`src/rtl/alu_issue_pkg.sv`:
```
// Shared types and defaults for the alu issue/write-back stage.
package alu_issue_pkg;

  typedef enum logic [1:0] {
    IDLE = 2'd0,
    EXEC = 2'd1,
    WB   = 2'd2
  } state_t;

  localparam int OPCODE_W   = 2;
  localparam int DEF_WIDTH  = 4;
  localparam int DEF_FLAG_W = 5;
  localparam int DEF_NREGS  = 8;

endpackage

```
`src/rtl/alu_issue_ctrl_regfile.sv`:
```
// Register file: one synchronous write port (write-back beats debug on the same
// entry), two operand read ports and a debug read port; r0 is hard-wired to 0.
module alu_regfile
  import alu_issue_pkg::*;
#(
  parameter int WIDTH = DEF_WIDTH,
  parameter int NREGS = DEF_NREGS,
  parameter int AW    = $clog2(NREGS)
) (
  input  logic             clk,
  input  logic             reset,
  input  logic             i_wb_we,
  input  logic [AW-1:0]    i_wb_addr,
  input  logic [WIDTH-1:0] i_wb_data,
  input  logic             i_dbg_we,
  input  logic [AW-1:0]    i_dbg_addr,
  input  logic [WIDTH-1:0] i_dbg_data,
  input  logic [AW-1:0]    i_ra_addr,
  output logic [WIDTH-1:0] o_ra_data,
  input  logic [AW-1:0]    i_rb_addr,
  output logic [WIDTH-1:0] o_rb_data,
  input  logic [AW-1:0]    i_dbg_raddr,
  output logic [WIDTH-1:0] o_dbg_rdata
);

  logic [WIDTH-1:0] r_mem [NREGS];

  // Entry 0 is never written, so it keeps its reset value of zero.
  always_ff @(posedge clk) begin
    if (reset) begin
      for (int i = 0; i < NREGS; i++) r_mem[i] <= '0;
    end else begin
      for (int i = 1; i < NREGS; i++) begin
        if (i_wb_we && (i_wb_addr == AW'(i))) begin
          r_mem[i] <= i_wb_data;
        end else if (i_dbg_we && (i_dbg_addr == AW'(i))) begin
          r_mem[i] <= i_dbg_data;
        end
      end
    end
  end

  assign o_ra_data   = (i_ra_addr   == '0) ? '0 : r_mem[i_ra_addr];
  assign o_rb_data   = (i_rb_addr   == '0) ? '0 : r_mem[i_rb_addr];
  assign o_dbg_rdata = (i_dbg_raddr == '0) ? '0 : r_mem[i_dbg_raddr];

endmodule

```
`src/rtl/alu_issue_ctrl.sv`:
```
// Issue/write-back stage around a combinational alu: IDLE accepts and reads
// operands, EXEC captures the alu result, WB writes it back and commits flags.
module alu_issue_ctrl
  import alu_issue_pkg::*;
#(
  parameter int WIDTH  = DEF_WIDTH,
  parameter int NREGS  = DEF_NREGS,
  parameter int FLAG_W = DEF_FLAG_W,
  parameter int AW     = $clog2(NREGS)
) (
  input  logic                clk,
  input  logic                reset,
  input  logic                instr_valid,
  output logic                instr_ready,
  input  logic [OPCODE_W-1:0] instr_op,
  input  logic [AW-1:0]       instr_rd,
  input  logic [AW-1:0]       instr_ra,
  input  logic [AW-1:0]       instr_rb,
  input  logic                instr_imm_en,
  input  logic [WIDTH-1:0]    instr_imm,
  output logic [WIDTH-1:0]    alu_a,
  output logic [WIDTH-1:0]    alu_b,
  output logic [OPCODE_W-1:0] alu_opcode,
  input  logic [WIDTH-1:0]    alu_c,
  input  logic [FLAG_W-1:0]   alu_flags,
  output logic                wb_valid,
  output logic [AW-1:0]       wb_rd,
  output logic [WIDTH-1:0]    wb_data,
  output logic [FLAG_W-1:0]   flags_q,
  input  logic                dbg_we,
  input  logic [AW-1:0]       dbg_waddr,
  input  logic [WIDTH-1:0]    dbg_wdata,
  input  logic [AW-1:0]       dbg_raddr,
  output logic [WIDTH-1:0]    dbg_rdata
);

  state_t r_state;
  state_t w_state_nxt;

  logic                w_accept;
  logic                w_wb_valid;
  logic [WIDTH-1:0]    w_ra_data;
  logic [WIDTH-1:0]    w_rb_data;

  logic [WIDTH-1:0]    r_a_p0;
  logic [WIDTH-1:0]    r_b_p0;
  logic [OPCODE_W-1:0] r_op_p0;
  logic [AW-1:0]       r_rd_p0;
  logic [WIDTH-1:0]    r_wb_data_p1;
  logic [FLAG_W-1:0]   r_flags_p1;
  logic [FLAG_W-1:0]   r_flags_q_p2;

  assign instr_ready = (r_state == IDLE) && !reset;
  assign w_accept    = instr_valid && instr_ready;
  assign w_wb_valid  = (r_state == WB) && !reset;

  always_ff @(posedge clk) begin
    if (reset) r_state <= IDLE;
    else       r_state <= w_state_nxt;
  end

  always_comb begin
    w_state_nxt = r_state;
    case (r_state)
      IDLE:    if (w_accept) w_state_nxt = EXEC;
      EXEC:    w_state_nxt = WB;
      WB:      w_state_nxt = IDLE;
      default: w_state_nxt = IDLE;
    endcase
  end

  alu_regfile #(
    .WIDTH (WIDTH),
    .NREGS (NREGS),
    .AW    (AW)
  ) u_rf (
    .clk         (clk),
    .reset       (reset),
    .i_wb_we     (w_wb_valid),
    .i_wb_addr   (r_rd_p0),
    .i_wb_data   (r_wb_data_p1),
    .i_dbg_we    (dbg_we),
    .i_dbg_addr  (dbg_waddr),
    .i_dbg_data  (dbg_wdata),
    .i_ra_addr   (instr_ra),
    .o_ra_data   (w_ra_data),
    .i_rb_addr   (instr_rb),
    .o_rb_data   (w_rb_data),
    .i_dbg_raddr (dbg_raddr),
    .o_dbg_rdata (dbg_rdata)
  );

  always_ff @(posedge clk) begin
    if (reset) begin
      r_a_p0       <= '0;
      r_b_p0       <= '0;
      r_op_p0      <= '0;
      r_rd_p0      <= '0;
      r_wb_data_p1 <= '0;
      r_flags_p1   <= '0;
      r_flags_q_p2 <= '0;
    end else begin
      // p0: operands latched on accept, held as alu inputs until the next accept
      if (w_accept) begin
        r_a_p0  <= w_ra_data;
        r_b_p0  <= instr_imm_en ? instr_imm : w_rb_data;
        r_op_p0 <= instr_op;
        r_rd_p0 <= instr_rd;
      end
      // p1: alu result and flags captured at the end of EXEC
      if (r_state == EXEC) begin
        r_wb_data_p1 <= alu_c;
        r_flags_p1   <= alu_flags;
      end
      // p2: flags committed alongside the register write-back
      if (r_state == WB) begin
        r_flags_q_p2 <= r_flags_p1;
      end
    end
  end

  assign alu_a      = r_a_p0;
  assign alu_b      = r_b_p0;
  assign alu_opcode = r_op_p0;
  assign wb_valid   = w_wb_valid;
  assign wb_rd      = r_rd_p0;
  assign wb_data    = r_wb_data_p1;
  assign flags_q    = r_flags_q_p2;

endmodule
```
`config.mk`:
```
export PLATFORM = sky130hd
export DESIGN_NAME = alu_issue_ctrl
export DESIGN_NICKNAME = d
export VERILOG_FILES = /design/src/rtl/alu_issue_pkg.sv /design/src/rtl/alu_issue_ctrl_regfile.sv /design/src/rtl/alu_issue_ctrl.sv
export SDC_FILE = /design/constraint.sdc
export NUM_CORES = 1
export LEC_CHECK = 0
export ABC_AREA = 0
export ABC_CLOCK_PERIOD_IN_PS = 4980
export CORE_UTILIZATION = 45
export DETAILED_ROUTE_END_ITERATION = 16
export GPL_ROUTABILITY_DRIVEN = 1
export PLACE_DENSITY_LB_ADDON = 0.3
export SETUP_SLACK_MARGIN = 0.15
export SYNTH_ARGS = -nofsm -noshare
export SYNTH_HDL_FRONTEND = slang
export SYNTH_SLANG_ARGS = --single-unit
```
`constraint.sdc`:
```
create_clock -name clk -period 4.98 [get_ports clk]
set_input_delay 0.747 -clock clk [delete_from_list [all_inputs] [get_ports clk]]
set_output_delay 0.747 -clock clk [all_outputs]
set_load 0.02 [all_outputs]
```
Word-level counts from Yosys, hierarchy flattened:

Memory sizes are Yosys's and may differ from the RTL's.
Cells that the tools add are included.

* output and inout port bits: 28
* input bits: 39
* logic and storage cells: 133
* bits in writable memories: 32
* register bits after elaboration: 29
* memories kept: 1

Memories
* u_rf.r_mem: depth 8, bits a word 4, rd ports 3, clocked after memory_dff 0, write ports 8, RTL line alu_issue_ctrl_regfile.sv:26 `logic [WIDTH-1:0] r_mem [NREGS];`

* reduce and logical (&&, ||, !) cells: 22
* multiplexer cells: 71
* eq/ne operators: 17
* bitwise logic cells: 14

Operators by type and width (number)
* 4-bit 2-to-1 mux: 18
* 1-bit 2-to-1 mux: 51
* 3-bit == test, second input constant: 8
* 1-bit logical AND: 17
* 1-bit bitwise OR: 14
* 3-bit by 2-bit == test with 1-bit output, second input constant: 4
* 3-bit zero test: 3
* 3-bit by 1-bit == test with 1-bit output, second input constant: 2
* 2-bit one-hot mux with 2 select lines: 1
* 2-bit by 1-bit == test with 1-bit output, second input constant: 1
* 2-bit == test, second input constant: 1
* 2-bit zero test: 1
* 2-bit 2-to-1 mux: 1
* 2-bit inequality test, second input constant: 1
* 1-bit zero test: 1

Logic depth before layout (Yosys ltp):

Gate-level depths: netlist (run 1).

* depth after elaboration: 8
* gate-level depth with buffers: 6
* mapped depth without buffers: 6

Hierarchy:

Synthesis (run 1) repeated with hierarchy kept, for this count alone.

* cell total of the unflattened synthesis: 325
* area total of the unflattened synthesis: 3301.9 um^2

By module, submodules not included
* alu_regfile: cells each 203, times used 1, sequential area each 840.8 um^2, area an instance 2192.1 um^2
* alu_issue_ctrl: cells each 122, times used 1, sequential area each 580.6 um^2, area an instance 1109.8 um^2

Worst setup path before layout (run 1):

No wires, ideal clock.

* kind: input-to-output
* from: input dbg_raddr[0]
* to: output dbg_rdata[3]
* setup slack: 2483 ps
* path buffers: 1
* stages: 4
* arrival time: 1750 ps
* data required time: 4233 ps
* cell sequence: buf_2 > mux4_2 > nand2_1 > o21ai_0

* longest elaborated chain between the ends: 2
* elaborated cells between the ends (all ways): 3
* those cells by class: 1 x mux; 1 x reduce/logical; 1 x memory

Ends and longest elaborated chain
* from (decl): RTL line alu_issue_ctrl.sv:33 `input logic [AW-1:0] dbg_raddr,`
* memory read 8 x 4 bit or 3-bit zero test (tied branches)
* 4-bit 2-to-1 mux (*): RTL line alu_issue_ctrl_regfile.sv:45 `assign o_dbg_rdata = (i_dbg_raddr == '0) ? '0 : r_mem[i_dbg_raddr];`
* to (decl): RTL line alu_issue_ctrl.sv:34 `output logic [WIDTH-1:0] dbg_rdata`

Every way passes the cells marked *; elsewhere a longest branch is shown, timed or not.

Worst setup path after layout (run 1):

* from: input dbg_raddr[0]
* to: output dbg_rdata[2]

Same word-level chain as after synthesis.

==> flow_summary.json, run 1 <==
{
  "placementRows": 30,
  "synthDominantCellAreaShare_pct": 26.5,
  "placed_cell_area_um2": 3890,
  "die_x_um": 86.0,
  "synth_compound_area_share_pct": 17.5,
  "placer_congestion": 0.839,
  "worstHoldStart": "r_flags_p1[4]",
  "path_delay_family": "buffers and inverters",
  "insertion_delay_ps": 330,
  "yosys_register_bits": 57,
  "worst_case_clock_buffer_depth": 2,
  "area_growth_pct": 28.8,
  "min_delay_worst_endpoint": "r_flags_p1[4]",
  "setup_viol": 0,
  "placement.io_buffers": 66,
  "synth_xor_xnor_area_share_pct": 0,
  "max_stage_delay_ps": 770,
  "insertedDiodeCount": 0,
  "endpoint_kind": "primary output",
  "final_nets": 427,
  "reg2reg_to": "alu_b[3]",
  "ys_warn_count": 0,
  "postCtsSetupRepairBufs": 0,
  "yosys.area_share.adder_pct": 0,
  "layout-drive-gt1-share_pct": 10.2,
  "synth_edf_count": 28,
  "tritoncts_clock_tree": "yes",
  "multiplexer_fraction_of_the_synthesized_cell_area_pct": 14.2,
  "drt.antenna.violating_nets": 0,
  "max_slew.worst_pin.slew_ps": 646,
  "syn-cell-area_um2": 3170,
  "cts_root_buf": "sky130_fd_sc_hd__clkbuf_8",
  "grt_remaining_overflow": 0,
  "power.leakage_nw": 1.45,
  "tns_ps": 0,
  "fin_skew_ps": 15.3,
  "floorplan.die.height_um": 86.0,
  "critical_path.max_fanout": 10,
  "synth-async-reset-ratio_pct": 0,
  "run_status": "complete, no violations",
  "drc": 0,
  "grt_first_pass_wirelength_um": 12900,
  "yosysUniqueCellTypes": 46,
  "num_io_pins": 67,
  "detail_route.first_pass.iterations": 4,
  "timing.critical_path.arrival_ps": 2820,
  "dieArea_um2": 7390,
  "number_of_endpoints_with_negative_hold_slack_in_the_final_report": 0,
  "synthesis.area_per_instance_um2": 9.76,
  "cts_max_level": 3,
  "finalCritPeriodShare_pct": 71.6,
  "via_per_inst": 5.65,
  "synth_fp_nets": 364,
  "cp_cell_sequence": "clkdlybuf4s50_1 > mux4_2 > a21o_1 > clkdlybuf4s50_1",
  "rsz0062_at_grt": "false",
  "setup.worst_path.class": "in -> out",
  "start_util_pct": 46.7,
  "worst_r2r_path_depth": 6,
  "via_count": 2763,
  "min_path_type": "reg -> reg",
  "post_synth_and_or_nand_nor_area_fraction_pct": 20.0,
  "numClockSinks": 57,
  "fin_area_um2": 4090,
  "synth_sequential_area_ratio_pct": 44.8,
  "first_global_vias": 2656,
  "post-route-min-period_ps": 3570,
  "gr-usage-all-layers_pct": 23.0,
  "cts_buffers": 9,
  "route.detailed.wl_per_inst_um": 16.7,
  "clkTransAtPathRegs_ps": 70,
  "largest_family_of_logic_cells_by_synthesized_area": "simple AND/OR/NAND/NOR gates",
  "reg2reg_setup_slack_ps": 3120,
  "layout_commonest_cell": "sky130_fd_sc_hd__nand2_1",
  "synth_top_cells_by_area": "sky130_fd_sc_hd__edfxtp_1 26%, sky130_fd_sc_hd__dfxtp_1 18%, sky130_fd_sc_hd__nand2_1 9.1%",
  "cp.buffers_inverters": 2,
  "report.final.slew_viol_count": 0,
  "postRouteWirelength_um": 8150,
  "max_freq_mhz": 280,
  "initialDrtViolationCount": 160,
  "vdd_drop_max_mv": 0.182,
  "critical-path-top-cell-by-count": "sky130_fd_sc_hd__clkdlybuf4s50_1",
  "dp_hpwl_um": 6010,
  "cts_repair_resize_count": 0,
  "min_path_cells": 2,
  "most-common-layout-cells": "77 x sky130_fd_sc_hd__nand2_1, 66 x sky130_fd_sc_hd__clkdlybuf4s50_1, 29 x sky130_fd_sc_hd__dfxtp_1",
  "worst_setup_path_start_kind": "primary input",
  "synthesis.instances": 325,
  "slowest_stage": "sky130_fd_sc_hd__clkdlybuf4s50_1",
  "power_per_cell_area_nw_per_um2": 276,
  "synth-main-ff-cell": "sky130_fd_sc_hd__dfxtp_1",
  "holdBufCountCts": 0,
  "worstPathRequired_ps": 4230,
  "r2r_start": "r_state[1]",
  "coreArea_um2": 6790,
  "initial_antenna_violation_count": 0,
  "timing.max_slew.rel_slack_pct": 56.8,
  "timing.max_cap.violations": 0,
  "synth_top_cell_by_area": "sky130_fd_sc_hd__edfxtp_1",
  "grt_max_degree": 25
}
## worst register-to-register path, delay by kind of cell, from the launching register on
family                 cells  cell delay, ps
flip-flops                 1             440
AO/OA/AOI/OAI              2             210
AND/OR/NAND/NOR            3             830
buffers and inverters      1             260
## layer usage
| layer | share of wire (%) | up-vias | GRT usage [%] | wire length, um |
|---|---|---|---|---|
| li1 | - | 1319 | - | - |
| met1 | 42 | 1289 | 27.5 | 3450 |
| met2 | 48 | 133 | 38.0 | 3910 |
| met3 | 6.8 | 22 | 5.87 | 556 |
| met4 | 2.9 | 0 | 12.1 | 233 |
| met5 | 0 | - | 0 | 0 |
## how the worst max path moves through the flow
stage,to,depth (start not counted),from
after CTS,dbg_rdata[2],4,dbg_raddr[0]
after global placement,dbg_rdata[2],4,dbg_raddr[0]
after floorplan,dbg_rdata[3],4,dbg_raddr[0]
after detailed placement,dbg_rdata[2],4,dbg_raddr[0]
final,dbg_rdata[2],4,dbg_raddr[0]
after global routing,dbg_rdata[0],5,dbg_raddr[1]
## cell families (layout without fill, tap and decap cells)
logic type / after synthesis / after routing
flip-flops: 57 / 57
AO/OA/AOI/OAI: 78 / 78
AND/OR/NAND/NOR: 132 / 132
multiplexers: 32 / 32
buffers and inverters: 26 / 94
## stage by stage
stage | instances | setup slack, ps | utilization [%] | power [mW] | hold slack (ps)
floorplan | 325 | 2480 | - | 0.642 | 436
CTS | 489 | 1400 | 60.1 | 1.14 | 455
global route | 489 | 1340 | 60.1 | 1.18 | 476
detailed placement | 473 | 1410 | 57.3 | 0.729 | 446
global placement | 473 | 1480 | 57.3 | 0.725 | 441
finish | 489 | 1410 | 60.1 | 1.13 | 454
## layout make-up
type	instances	area, um2
clock inverter	4	25.0
clock buffer	12	166
multi-input combinational	242	1640
fill	597	2710
sequential	57	1420
timing repair buffer	68	676
inverter	10	37.5
tap	96	120
## cell usage after synthesis (all sizes together) (6+ instances only)
master / instances
mux2i: 12
buf: 7
mux4: 9
mux2: 11
nor2b: 9
inv: 9
dfxtp: 29
edfxtp: 28
nand2b: 6
nor2: 16
a21oi: 18
nand2: 77
a221oi: 11
o31ai: 8
clkbuf: 9
o21ai: 21
nor3: 6
## where the power goes
group	switching [mW]	leakage [nW]	internal (mW)
Combinational	0.0907	0.824	0.0923
Sequential	0.0223	0.525	0.515
Clock	0.185	0.102	0.224
## state kept, by name, summed over array words and instances, names as in the netlist
register and cells:
alu_b 4, alu_opcode 2, flags_q 5, alu_a 4
u_rf.r_mem 28, wb_rd 3, wb_data 4, r_state 2
r_flags_p1 5
Note: power is estimated with default switching activity, not from simulation.
==> run 2, diff against run 1 <==
--- a/config.mk
+++ b/config.mk
@@ -6,7 +6,7 @@
 export NUM_CORES = 1
 export LEC_CHECK = 0
 export ABC_AREA = 0
-export ABC_CLOCK_PERIOD_IN_PS = 4980
+export ABC_CLOCK_PERIOD_IN_PS = 3200
 export CORE_UTILIZATION = 45
 export DETAILED_ROUTE_END_ITERATION = 16
 export GPL_ROUTABILITY_DRIVEN = 1
==> constraint.sdc (replaced) <==
create_clock -name clk -period 3.2 [get_ports clk]
set_input_delay 0.48 -clock clk [delete_from_list [all_inputs] [get_ports clk]]
set_output_delay 0.48 -clock clk [all_outputs]
set_load 0.02 [all_outputs]
==> flow_summary.json, run 2 (synthesized netlist as in run 1, its figures left out) <==
{
  "path_delay_family": "buffers and inverters",
  "max_freq_mhz": 352,
  "numClockSinks": 57,
  "insertion_delay_ps": 330,
  "max_stage_delay_ps": 620,
  "reg2reg_setup_slack_ps": 1490,
  "num_io_pins": 67,
  "filler_cell_count": 585,
  "area_growth_pct": 29.3,
  "final.setup.worst_slack_ps": 359,
  "cts_repair_resize_count": 0,
  "timing.critical_path.arrival_ps": 2360,
  "largest_register": "u_rf.r_mem",
  "initial_antenna_violation_count": 0,
  "power.internal_mw": 1.30,
  "grt_remaining_overflow": 0,
  "gr-usage-all-layers_pct": 22.5,
  "max_slew.worst_pin.slew_ps": 637,
  "grt_max_degree": 20,
  "power.leakage_nw": 1.47,
  "share_comb_of_total_power_pct": 16.2,
  "power.net_switching_mw": 0.457,
  "layout-drive-gt1-share_pct": 10.6,
  "max_reg_flops": 28,
  "drc": 0,
  "timing.max_slew.rel_slack_pct": 57.4,
  "coreArea_um2": 6790,
  "via_per_inst": 5.57,
  "clkTransAtPathRegs_ps": 70,
  "endpoint_kind": "primary output",
  "critical-path-top-cell-by-count": "sky130_fd_sc_hd__clkdlybuf4s50_1",
  "worst_case_clock_buffer_depth": 2,
  "layout_commonest_cell": "sky130_fd_sc_hd__nand2_1",
  "critical_path.max_fanout": 7,
  "number_of_endpoints_with_negative_hold_slack_in_the_final_report": 0,
  "swShare_pct": 26.1,
  "min_path_type": "reg -> reg",
  "postRouteWirelength_um": 7790,
  "floorplan.die.height_um": 86.0,
  "dp_hpwl_um": 5880,
  "report.final.slew_viol_count": 0,
  "insertedDiodeCount": 0,
  "die_x_um": 86.0,
  "initialDrtViolationCount": 127,
  "timing.max_cap.violations": 0,
  "fin_skew_ps": 14.8,
  "cp_cell_sequence": "clkdlybuf4s50_1 > buf_4 > nor2b_1 > a22oi_1 > o21ai_0 > clkdlybuf4s50_1",
  "vdd_drop_max_mv": 0.290,
  "cp.buffers_inverters": 3,
  "final.hold.worst_slack_ps": 455,
  "run_status": "complete, no violations",
  "final_nets": 429,
  "cts_root_buf": "sky130_fd_sc_hd__clkbuf_8",
  "finalCritPeriodShare_pct": 88.8,
  "rsz0062_at_grt": "false",
  "postCtsSetupRepairBufs": 0,
  "placer_congestion": 0.860,
  "cts_buffers": 9,
  "start_util_pct": 46.7,
  "most-common-layout-cells": "77 x sky130_fd_sc_hd__nand2_1, 65 x sky130_fd_sc_hd__clkdlybuf4s50_1, 29 x sky130_fd_sc_hd__dfxtp_1",
  "first_global_vias": 2562,
  "cts_max_level": 3,
  "post-route-min-period_ps": 2840,
  "worstPathRequired_ps": 2720,
  "post-place-ws_ps": 186,
  "tritoncts_clock_tree": "yes",
  "placementRows": 30,
  "detail_route.first_pass.iterations": 5,
  "seq_power_share_pct": 47.7,
  "drt.antenna.violating_nets": 0,
  "setup.worst_path.class": "in -> out",
  "placement.io_buffers": 66,
  "via_count": 2735,
  "pwr-share-clk_pct": 36.0,
  "worst_setup_path_start_kind": "primary input",
  "tns_ps": 0,
  "holdBufCountCts": 0,
  "setup_viol": 0,
  "dieArea_um2": 7390,
  "grt_first_pass_wirelength_um": 12700,
  "slowest_stage": "sky130_fd_sc_hd__clkdlybuf4s50_1",
  "power_per_cell_area_nw_per_um2": 427,
  "route.detailed.wl_per_inst_um": 15.9
}
-- run 2: changes by cell type in the layout (fill, tap and decap cells not counted), sizes merged --
| cell | delta |
|---|---|
| dlymetal6s2s | +1 |
| clkdlybuf4s50 | -1 |
| buf | +2 |
-- run 2: final timing paths --
kind                 startpoint                to  cells after the start
hold reg to reg   r_flags_p1[1]     r_flags_p1[1]                      2
hold / removal    r_flags_p1[1]     r_flags_p1[1]                      2
setup / recovery   dbg_raddr[1]      dbg_rdata[3]                      6
setup reg to reg     r_state[1]  u_rf.r_mem[3][0]                      3
-- run 2: final cells by class --
type | count | area, um2 | area share [%]
Inverter | 10 | 37.5 | 0.915
Tap cell | 96 | 120 | 2.93
Timing Repair Buffer | 70 | 693 | 16.9
Clock buffer | 12 | 166 | 4.05
Clock inverter | 4 | 25.0 | 0.610
Sequential cell | 57 | 1420 | 34.6
Multi-Input combinational cell | 242 | 1640 | 40.0
-- run 2: per-stage QoR --
stage	total power [mW]	cells	area, um2	utilization, %
2_1_floorplan	1.00	325	3170	-
3_3_place_gp	1.13	475	3910	57.6
3_5_place_dp	1.14	475	3910	57.6
4_1_cts	1.76	491	4100	60.4
5_1_grt	1.83	491	4100	60.4
6_report	1.75	491	4100	60.4
-- run 2: worst reg2reg max path, cell delays in order, from the launching register on --
cell and delay [ps]:
sky130_fd_sc_hd__dfxtp_1 430, sky130_fd_sc_hd__or4b_4 560, sky130_fd_sc_hd__nor2_4 190, sky130_fd_sc_hd__or3_1 220
-- run 2: power groups by stage --
| stage | Clock [mW] | Sequential (mW) | Combinational, mW |
|---|---|---|---|
| after floorplan | 0 | 0.855 | 0.144 |
| after global placement | 0 | 0.851 | 0.279 |
| after detailed placement | 0 | 0.852 | 0.283 |
| after CTS | 0.643 | 0.836 | 0.285 |
| after global routing | 0.680 | 0.841 | 0.307 |
| final | 0.632 | 0.836 | 0.285 |
-- run 2: per-layer routing --
metal	vias up	track usage [%]	wire, um
met5	-	0	0
met4	0	9.24	154
met3	11	6.26	546
met2	135	35.8	3680
met1	1259	29.0	3410
li1	1330	-	-
